[src/rtl/apb_arb.sv]
// apb_arb: round-robin arbiter sharing one APB4 bus between MASTERS masters.
// The granted master's address/control/data are captured at grant, and the
// shared bus is driven through a SETUP/ACCESS pair. Every other master sees
// PREADY low until its own completion cycle.
module apb_arb #(
  parameter int MASTERS    = 4,
  parameter int PADDR_SIZE = 32,
  parameter int PDATA_SIZE = 32
) (
  input  logic                         PCLK,
  input  logic                         PRESETn,
  input  logic [MASTERS-1:0]           MST_PSEL,
  input  logic [MASTERS-1:0]           MST_PENABLE,
  input  logic [PADDR_SIZE-1:0]        MST_PADDR   [MASTERS],
  input  logic [MASTERS-1:0]           MST_PWRITE,
  input  logic [PDATA_SIZE-1:0]        MST_PWDATA  [MASTERS],
  input  logic [PDATA_SIZE/8-1:0]      MST_PSTRB   [MASTERS],
  input  logic [2:0]                   MST_PPROT   [MASTERS],
  output logic [PDATA_SIZE-1:0]        MST_PRDATA  [MASTERS],
  output logic [MASTERS-1:0]           MST_PREADY,
  output logic [MASTERS-1:0]           MST_PSLVERR,
  output logic                         SLV_PSEL,
  output logic                         SLV_PENABLE,
  output logic [PADDR_SIZE-1:0]        SLV_PADDR,
  output logic                         SLV_PWRITE,
  output logic [PDATA_SIZE-1:0]        SLV_PWDATA,
  output logic [PDATA_SIZE/8-1:0]      SLV_PSTRB,
  output logic [2:0]                   SLV_PPROT,
  input  logic [PDATA_SIZE-1:0]        SLV_PRDATA,
  input  logic                         SLV_PREADY,
  input  logic                         SLV_PSLVERR,
  output logic [$clog2(MASTERS)-1:0]   GNT
);

  localparam int GW = $clog2(MASTERS);
  localparam int SW = PDATA_SIZE / 8;

  typedef enum logic [1:0] {IDLE, SETUP, ACCESS} state_t;

  state_t                state_q, state_d;
  logic [GW-1:0]         gnt_q, gnt_d;
  logic [GW-1:0]         last_q, last_d;
  logic                  psel_q, psel_d;
  logic                  penable_q, penable_d;
  logic [PADDR_SIZE-1:0] paddr_q, paddr_d;
  logic                  pwrite_q, pwrite_d;
  logic [PDATA_SIZE-1:0] pwdata_q, pwdata_d;
  logic [SW-1:0]         pstrb_q, pstrb_d;
  logic [2:0]            pprot_q, pprot_d;

  logic                  win_vld;
  logic [GW-1:0]         win_idx;
  logic [GW-1:0]         cand;
  logic                  excl;
  logic                  grant;

  // PENABLE from masters plays no part in arbitration.
  logic unused_penable;
  assign unused_penable = ^MST_PENABLE;

  // Rotating search starting after the last grant; in ACCESS the master
  // being served is skipped because its PSEL is still legally high.
  always_comb begin
    win_vld = 1'b0;
    win_idx = '0;
    cand    = '0;
    excl    = (state_q == ACCESS);
    for (int i = 1; i <= MASTERS; i++) begin
      cand = GW'((int'(last_q) + i) % MASTERS);
      if (!win_vld && MST_PSEL[cand] && !(excl && (cand == gnt_q))) begin
        win_vld = 1'b1;
        win_idx = cand;
      end
    end
  end

  // Next-state and shared-bus register updates.
  always_comb begin
    state_d   = state_q;
    gnt_d     = gnt_q;
    last_d    = last_q;
    psel_d    = psel_q;
    penable_d = penable_q;
    paddr_d   = paddr_q;
    pwrite_d  = pwrite_q;
    pwdata_d  = pwdata_q;
    pstrb_d   = pstrb_q;
    pprot_d   = pprot_q;
    grant     = 1'b0;
    case (state_q)
      IDLE: grant = win_vld;
      SETUP: begin
        state_d   = ACCESS;
        penable_d = 1'b1;
      end
      ACCESS: begin
        if (SLV_PREADY) begin
          if (win_vld) begin
            grant = 1'b1;
          end else begin
            state_d   = IDLE;
            psel_d    = 1'b0;
            penable_d = 1'b0;
          end
        end
      end
      default: state_d = IDLE;
    endcase
    if (grant) begin
      state_d   = SETUP;
      gnt_d     = win_idx;
      last_d    = win_idx;
      psel_d    = 1'b1;
      penable_d = 1'b0;
      paddr_d   = MST_PADDR[win_idx];
      pwrite_d  = MST_PWRITE[win_idx];
      pwdata_d  = MST_PWDATA[win_idx];
      pstrb_d   = MST_PSTRB[win_idx];
      pprot_d   = MST_PPROT[win_idx];
    end
  end

  // State and shared-bus registers; reset leaves master 0 with top priority.
  always_ff @(posedge PCLK) begin
    if (!PRESETn) begin
      state_q   <= IDLE;
      gnt_q     <= '0;
      last_q    <= GW'(MASTERS - 1);
      psel_q    <= 1'b0;
      penable_q <= 1'b0;
      paddr_q   <= '0;
      pwrite_q  <= 1'b0;
      pwdata_q  <= '0;
      pstrb_q   <= '0;
      pprot_q   <= '0;
    end else begin
      state_q   <= state_d;
      gnt_q     <= gnt_d;
      last_q    <= last_d;
      psel_q    <= psel_d;
      penable_q <= penable_d;
      paddr_q   <= paddr_d;
      pwrite_q  <= pwrite_d;
      pwdata_q  <= pwdata_d;
      pstrb_q   <= pstrb_d;
      pprot_q   <= pprot_d;
    end
  end

  // Route the slave response to the granted master on the completion cycle only.
  always_comb begin
    MST_PREADY  = '0;
    MST_PSLVERR = '0;
    for (int m = 0; m < MASTERS; m++) begin
      MST_PRDATA[m] = '0;
      if ((state_q == ACCESS) && SLV_PREADY && (gnt_q == GW'(m))) begin
        MST_PREADY[m]  = 1'b1;
        MST_PSLVERR[m] = SLV_PSLVERR;
        MST_PRDATA[m]  = SLV_PRDATA;
      end
    end
  end

  assign SLV_PSEL    = psel_q;
  assign SLV_PENABLE = penable_q;
  assign SLV_PADDR   = paddr_q;
  assign SLV_PWRITE  = pwrite_q;
  assign SLV_PWDATA  = pwdata_q;
  assign SLV_PSTRB   = pstrb_q;
  assign SLV_PPROT   = pprot_q;
  assign GNT         = gnt_q;

endmodule

[config.mk]
export PLATFORM = sky130hd
export DESIGN_NAME = apb_arb
export DESIGN_NICKNAME = d
export VERILOG_FILES = /design/src/rtl/apb_arb.sv
export SDC_FILE = /design/constraint.sdc
export NUM_CORES = 1
export LEC_CHECK = 0
export BUFFER_PORTS_ARGS = -buffer_cell sky130_fd_sc_hd__buf_2
export CAP_MARGIN = 25
export CORE_AREA = 5 5 208 210
export DETAILED_ROUTE_END_ITERATION = 6
export DIE_AREA = 0 0 213 215
export HOLD_SLACK_MARGIN = 0.15
export PLACE_DENSITY = 0.48
export SLEW_MARGIN = 20
export SYNTH_ARGS = -nofsm -noshare
export SYNTH_HDL_FRONTEND = slang
export SYNTH_SLANG_ARGS = --single-unit
[constraint.sdc]
create_clock -name PCLK -period 4.9 [get_ports PCLK]
set_clock_uncertainty 0.2 [all_clocks]
set_input_delay 0.245 -clock PCLK [delete_from_list [all_inputs] [get_ports PCLK]]
set_output_delay 0.245 -clock PCLK [all_outputs]
set_load 0.005 [all_outputs]
==> Word level (Yosys, flattened, before mapping) <==
Index checks and enable logic that the tools add are counted.
{ "totals": {"reg_bits": 80, "elab_cells": 126} }
{ "op_classes": {"n_addsub": 4, "mux": 54, "n_bitwise": 3, "magnitude_cmp": 6, "eq_ne": 15, "n_reduce_logical": 33} }
{ "ops": {"columns": ["cell", "n"], "rows": [
  ["$mux 32", 8],
  ["$bmux 32 s2", 2],
  ["$mux 1", 24],
  ["$logic_and 1x1->1", 16],
  ["$lt 2x3->1 const B", 5],
  ["$mux 2", 6],
  ["$reduce_and 3->1", 4],
  ["$bmux 1 s2", 5],
  ["$bmux 4 s2", 1],
  ["$eq 2x2->1", 4],
  ["$mux 4", 2],
  ["$logic_not 1->1", 7],
  ["$bmux 3 s2", 1],
  ["$eq 2x2->1 const B", 3],
  ["$mux 3", 2],
  ["$ne 2x2->1 const B", 3],
  ["$ne 3x2->1 const B", 2],
  ["$pmux 2 s3", 1],
  ["$reduce_bool 2->1", 3],
  ["$add 2x1->2 const B", 2],
  ["$add 2x2->2 const B", 2],
  ["$eq 2x1->1 const B", 2],
  ["$logic_not 2->1", 2],
  ["$pmux 1 s2", 2],
  ["5 further kinds", 6]
]} }

==> Logic depth before layout (Yosys ltp) <==
{ "depth": {"depth_word": 23, "ltp_mapped": 12, "ltp_nobuf": 7} }

==> Worst setup path before layout <==
Ideal clock, no wire load.
{ "synth_timing": {"path_type": "reg-to-reg", "start": "register last_q[1]", "end": "register paddr_q[15], in the netlist SLV_PADDR[15]", "path_stages_with_launch": 12, "arrival_time_ns": 2.506, "setup_slack_ns": 2.072, "cell_sequence": "dfxtp_1 > buf_4 > xor2_1 > mux2_2 > a21bo_2 > a21o_1 > buf_2 > buf_2 > buf_2 > o221ai_1 > a22oi_1 > a221o_1"} }
{ "synth_via": {"elab_chain_len": 22, "elab_cells_between_ends": 49} }
{ "synth_rtl": {"columns": ["item", "line_no", "source"], "rows": [
  ["from (decl)", "42", "logic [GW-1:0] last_q, last_d;"],
  ["from (signal assigned)", "128", "last_q <= GW'(MASTERS - 1);"],
  ["from (signal assigned)", "139", "last_q <= last_d;"],
  ["$add 2x1->2", "69", "cand = GW'((int'(last_q) + i) % MASTERS);"],
  ["$eq 2x2->1", "70", "if (!win_vld && MST_PSEL[cand] && !(excl && (cand == gnt_q))) begin"],
  ["$logic_and 1x1->1", "70", null],
  ["$logic_not 1->1", "70", null],
  ["$logic_and 1x1->1", "70", null],
  ["$mux 1", "70", null],
  ["$logic_not 1->1", "70", null],
  ["$logic_and 1x1->1 (2 in series)", "70", null],
  ["(+2 left out)", null, null],
  ["$logic_and 1x1->1 (2 in series)", "70", null],
  ["$mux 1", "70", null],
  ["$logic_not 1->1", "70", null],
  ["$logic_and 1x1->1 (2 in series)", "70", null],
  ["$mux 2", "70", null],
  ["$not 2->3 (implied by the code)", "115", "paddr_d = MST_PADDR[win_idx];"],
  ["$bmux 32 s2", "115", null],
  ["$mux 32 (implied by the code) (2 in series)", "115", null],
  ["to (signal assigned)", "142", "paddr_q <= paddr_d;"],
  ["to (decl)", "45", "logic [PADDR_SIZE-1:0] paddr_q, paddr_d;"]
]} }
Several ways; a longest one is shown, not always the timed one. The select of a mux whose other input is x is not followed.
A chain may end at the register's enable or synchronous reset.

==> Worst setup path after layout <==
{ "layout_timing": {"start": "register last_q[1]", "end": "register pwdata_q[23], in the netlist SLV_PWDATA[23]"} }
{ "layout_via": {"elab_chain_len": 22, "elab_cells_between_ends": 49} }
{ "layout_rtl": {"columns": ["item", "line_no", "source"], "rows": [
  ["$add 2x1->2", "69", null],
  ["$eq 2x2->1", "70", null],
  ["$logic_and 1x1->1", "70", null],
  ["$logic_not 1->1", "70", null],
  ["$logic_and 1x1->1", "70", null],
  ["$mux 1", "70", null],
  ["$logic_not 1->1", "70", null],
  ["$logic_and 1x1->1 (2 in series)", "70", null],
  ["(+2 left out)", null, null],
  ["$logic_and 1x1->1 (2 in series)", "70", null],
  ["$mux 1", "70", null],
  ["$logic_not 1->1", "70", null],
  ["$logic_and 1x1->1 (2 in series)", "70", null],
  ["$mux 2", "70", null],
  ["$not 2->3 (implied by the code)", "117", "pwdata_d = MST_PWDATA[win_idx];"],
  ["$bmux 32 s2", "117", null],
  ["$mux 32 (implied by the code) (2 in series)", "117", null],
  ["to (signal assigned)", "144", "pwdata_q <= pwdata_d;"],
  ["to (decl)", "47", "logic [PDATA_SIZE-1:0] pwdata_q, pwdata_d;"]
]} }
Several ways; a longest one is shown, not always the timed one. The select of a mux whose other input is x is not followed.

==> flow_summary.ini <==
[floorplanning]
start_util_pct = 24.6
die_y_um = 215
chipWidth_um = 213
row_count = 75
ios = 544
core-area_mm2 = 0.0414
dieArea_mm2 = 0.0458

[synth]
ys_ff_latch = 80
synth_area_per_cell_um2 = 8.56
synth.most_common_cell = o221ai_1
synth_nets = 1523
synthTopCellsByCount = o221ai_1, and2_1, clkbuf_1, dfxtp_1, mux2i_1
synth_xor_area_share_pct = 0.258
synth_mux_area_share_pct = 8.35
synth_enable_flop_cells = 0
synth.area.top_cells = o221ai_1, dfxtp_1, and2_1
synth-simple-area-share_pct = 14.3
syn_inst = 1191
synth_top_flop_cell = dfxtp_1
synth_area_mm2 = 0.0102
synth-adder-area-share_pct = 0
async_reset_ff_share_pct = 0
synth_top_family_by_area = compound AO/OA/AOI/OAI gates
yosysWarnings = 0
synth_top_area_share_pct = 24.7
synth.largest_area_cell = o221ai_1
seq_area_frac_synth_pct = 15.7
yosysUniqueCellTypes = 47
synth_compound_area_share_pct = 53.6

[drt]
drt_iter0_drc = 981
wl_mm = 53.6
wire_per_inst_um = 24.8
num_vias = 12900
viasPerCell = 5.98
firstDrtPassIters = 5
ant_nets = 0
drc_errors = 0

[flow_run]
drv_cap = 0

[grt]
grt_max_degree = 188
grt_pass1_vias = 12300
antenna_found_initial = 24
gr-total-overflow = 0
grt_pass1_wl_mm = 78.4
track_usage_pct = 21.6

[power]
power.density_mw_per_mm2 = 643
total_power_mw = 8.76
vdd_drop_max_v = 0.000511
leakagePower_nw = 5.72

[run_status]
outcome = finished, final reports clean

[worst_setup_path]
required_ns = 5.01
slowest_delay_ns = 0.69
end_kind = flop
crit_fanout = 52
crit_path_start_kind = flop
cp_cell_sequence = xnor2_1, mux2i_1, or2_4, a311oi_4, nand2_4, nor2_4, buf_4, a221o_1
cp_slowest_cell = buf_4
rr_worst_depth = 8
critical_path_arrival_ns = 4.37
critPathKind = flop to flop

[clocking]
cts.sinks = 80
clk_latency_ns = 0.36
ctsResizeCount = 0
cts_buffers = 9
cts_buffer_depth = 2
cts_root_buf = clkbuf_16
clkTransAtPathRegs_ns = 0.06
cts_tree = done
htreeDepth = 3

[sta]
layout_setup_ws_ns = 0.636
tns_ns = 0
rsz0062_at_grt = no
period_share_pct = 87.0
finalCriticalPeriod_ns = 4.26
maxSlewViolCount = 0
tightestPinTransition_ns = 1.08
max_freq_mhz = 235
finalHoldViolations = 0
whs_ns = 0.167
maxSlewHeadroom_pct = 28.0
finalSetupViolations = 0

[placed_design]
gp_congestion = 0.858
dp.cells = 2120
place_ws_ns = 0.648
post-dp-hpwl_mm = 36.1
place_area_mm2 = 0.0132
numPortBuffers = 539

[layout]
drive_gt1_share_pct = 41.0
fillCellCount = 4396
layout.cells.non_filler = 2160
area_growth_pct = 33.6
fin_util_pct = 32.9
stdcell_area_mm2 = 0.0136
finalNetCount = 1928

[min_path]
hold_depth = 4
hold_path.class = input pin to flop
## cells in the final DEF, fill, tap and decap left out, types with 2 or more instances in the layout
master | synthesis | layout
a2111oi_0 | 25 | 25
a2111oi_2 | 47 | 47
a211oi_1 | 72 | 72
a21boi_0 | 2 | 2
a21oi_1 | 6 | 6
a221o_1 | 72 | 72
a22oi_1 | 71 | 71
and2_1 | 133 | 133
buf_12 | 0 | 8
buf_2 | 41 | 539
buf_4 | 1 | 21
buf_8 | 0 | 3
clkbuf_1 | 124 | 2
clkbuf_16 | 0 | 9
clkbuf_8 | 0 | 3
dfxtp_1 | 80 | 79
diode_2 | 0 | 22
dlygate4sd3_1 | 0 | 2
inv_1 | 3 | 2
mux2_2 | 2 | 2
mux2i_1 | 76 | 76
mux4_2 | 3 | 3
nand2_1 | 11 | 10
nand2_4 | 0 | 3
nand2b_1 | 3 | 3
nand4bb_1 | 2 | 2
nor2_1 | 7 | 4
nor2_2 | 1 | 2
nor2_4 | 0 | 2
nor2b_1 | 74 | 73
o211ai_1 | 3 | 3
o21ai_0 | 5 | 5
o221ai_1 | 288 | 288
o31a_1 | 2 | 2
xor2_1 | 2 | 2
## what timing repair did
action / CTS / global route
setup buffers: 0 / 0
hold endpoints to repair: 7 / 0
hold buffers: 2 / 0
## flip-flops by register name (all words and copies together), names as in the netlist
register     count
SLV_PADDR       32
SLV_PWDATA      32
SLV_PSTRB        4
SLV_PPROT        3
GNT              2
last_q           2
state_q          2
SLV_PENABLE      1
SLV_PSEL         1
SLV_PWRITE       1
## final cells by class
cell class	instances	area [µm²]	area share [%]
sequential	80	1610	11.8
inverter	3	13.8	0.101
multi-input combinational	927	7880	57.9
clock buffer	14	274	2.01
tap	539	674	4.95
antenna	22	55.1	0.404
timing repair buffer	575	3110	22.9
## layer usage
layer / GRT usage, % / part of all wire, %
met1: 26.3 / 40
met2: 36.8 / 49
met3: 5.37 / 8.3
met4: 7.94 / 2.9
met5: 0 / 0.065
## cells by family (layout without fill, tap and decap cells)
logic type | count (synthesis) | in the layout
AOI/OAI and AO/OA | 604 | 604
and+or+nand+nor | 239 | 239
buffers and inverters | 184 | 592
muxes | 81 | 81
DFF | 80 | 80
xor gates and xnor gates | 3 | 3
other | 0 | 22
## worst paths after layout
check	from	to	slack, ns
max	last_q[1]	SLV_PWDATA[23]	0.64
max reg2reg	last_q[1]	SLV_PWDATA[23]	0.64
min	MST_PADDR[1]	SLV_PADDR[1]	0.17
min reg2reg	SLV_PWDATA[17]	SLV_PWDATA[17]	0.28
## worst max-delay path: cells and delay by family, from the launching register on
kind	cells	cell delay, ns
mux	1	0.25
xor+xnor	1	0.26
flops	1	0.64
simple gates	3	1.30
buf+inv	1	0.69
compound gates	2	0.74
## report_power, final
group | leakage, nW | switching (mW) | internal [mW] | total [mW]
sequential | 0.661 | 0.167 | 0.878 | 1.05
clock | 0.135 | 0.308 | 0.381 | 0.689
combinational | 4.92 | 4.49 | 2.54 | 7.03
total | 5.72 | 4.96 | 3.80 | 8.76
Note: power is estimated with default switching activity, not from simulation.
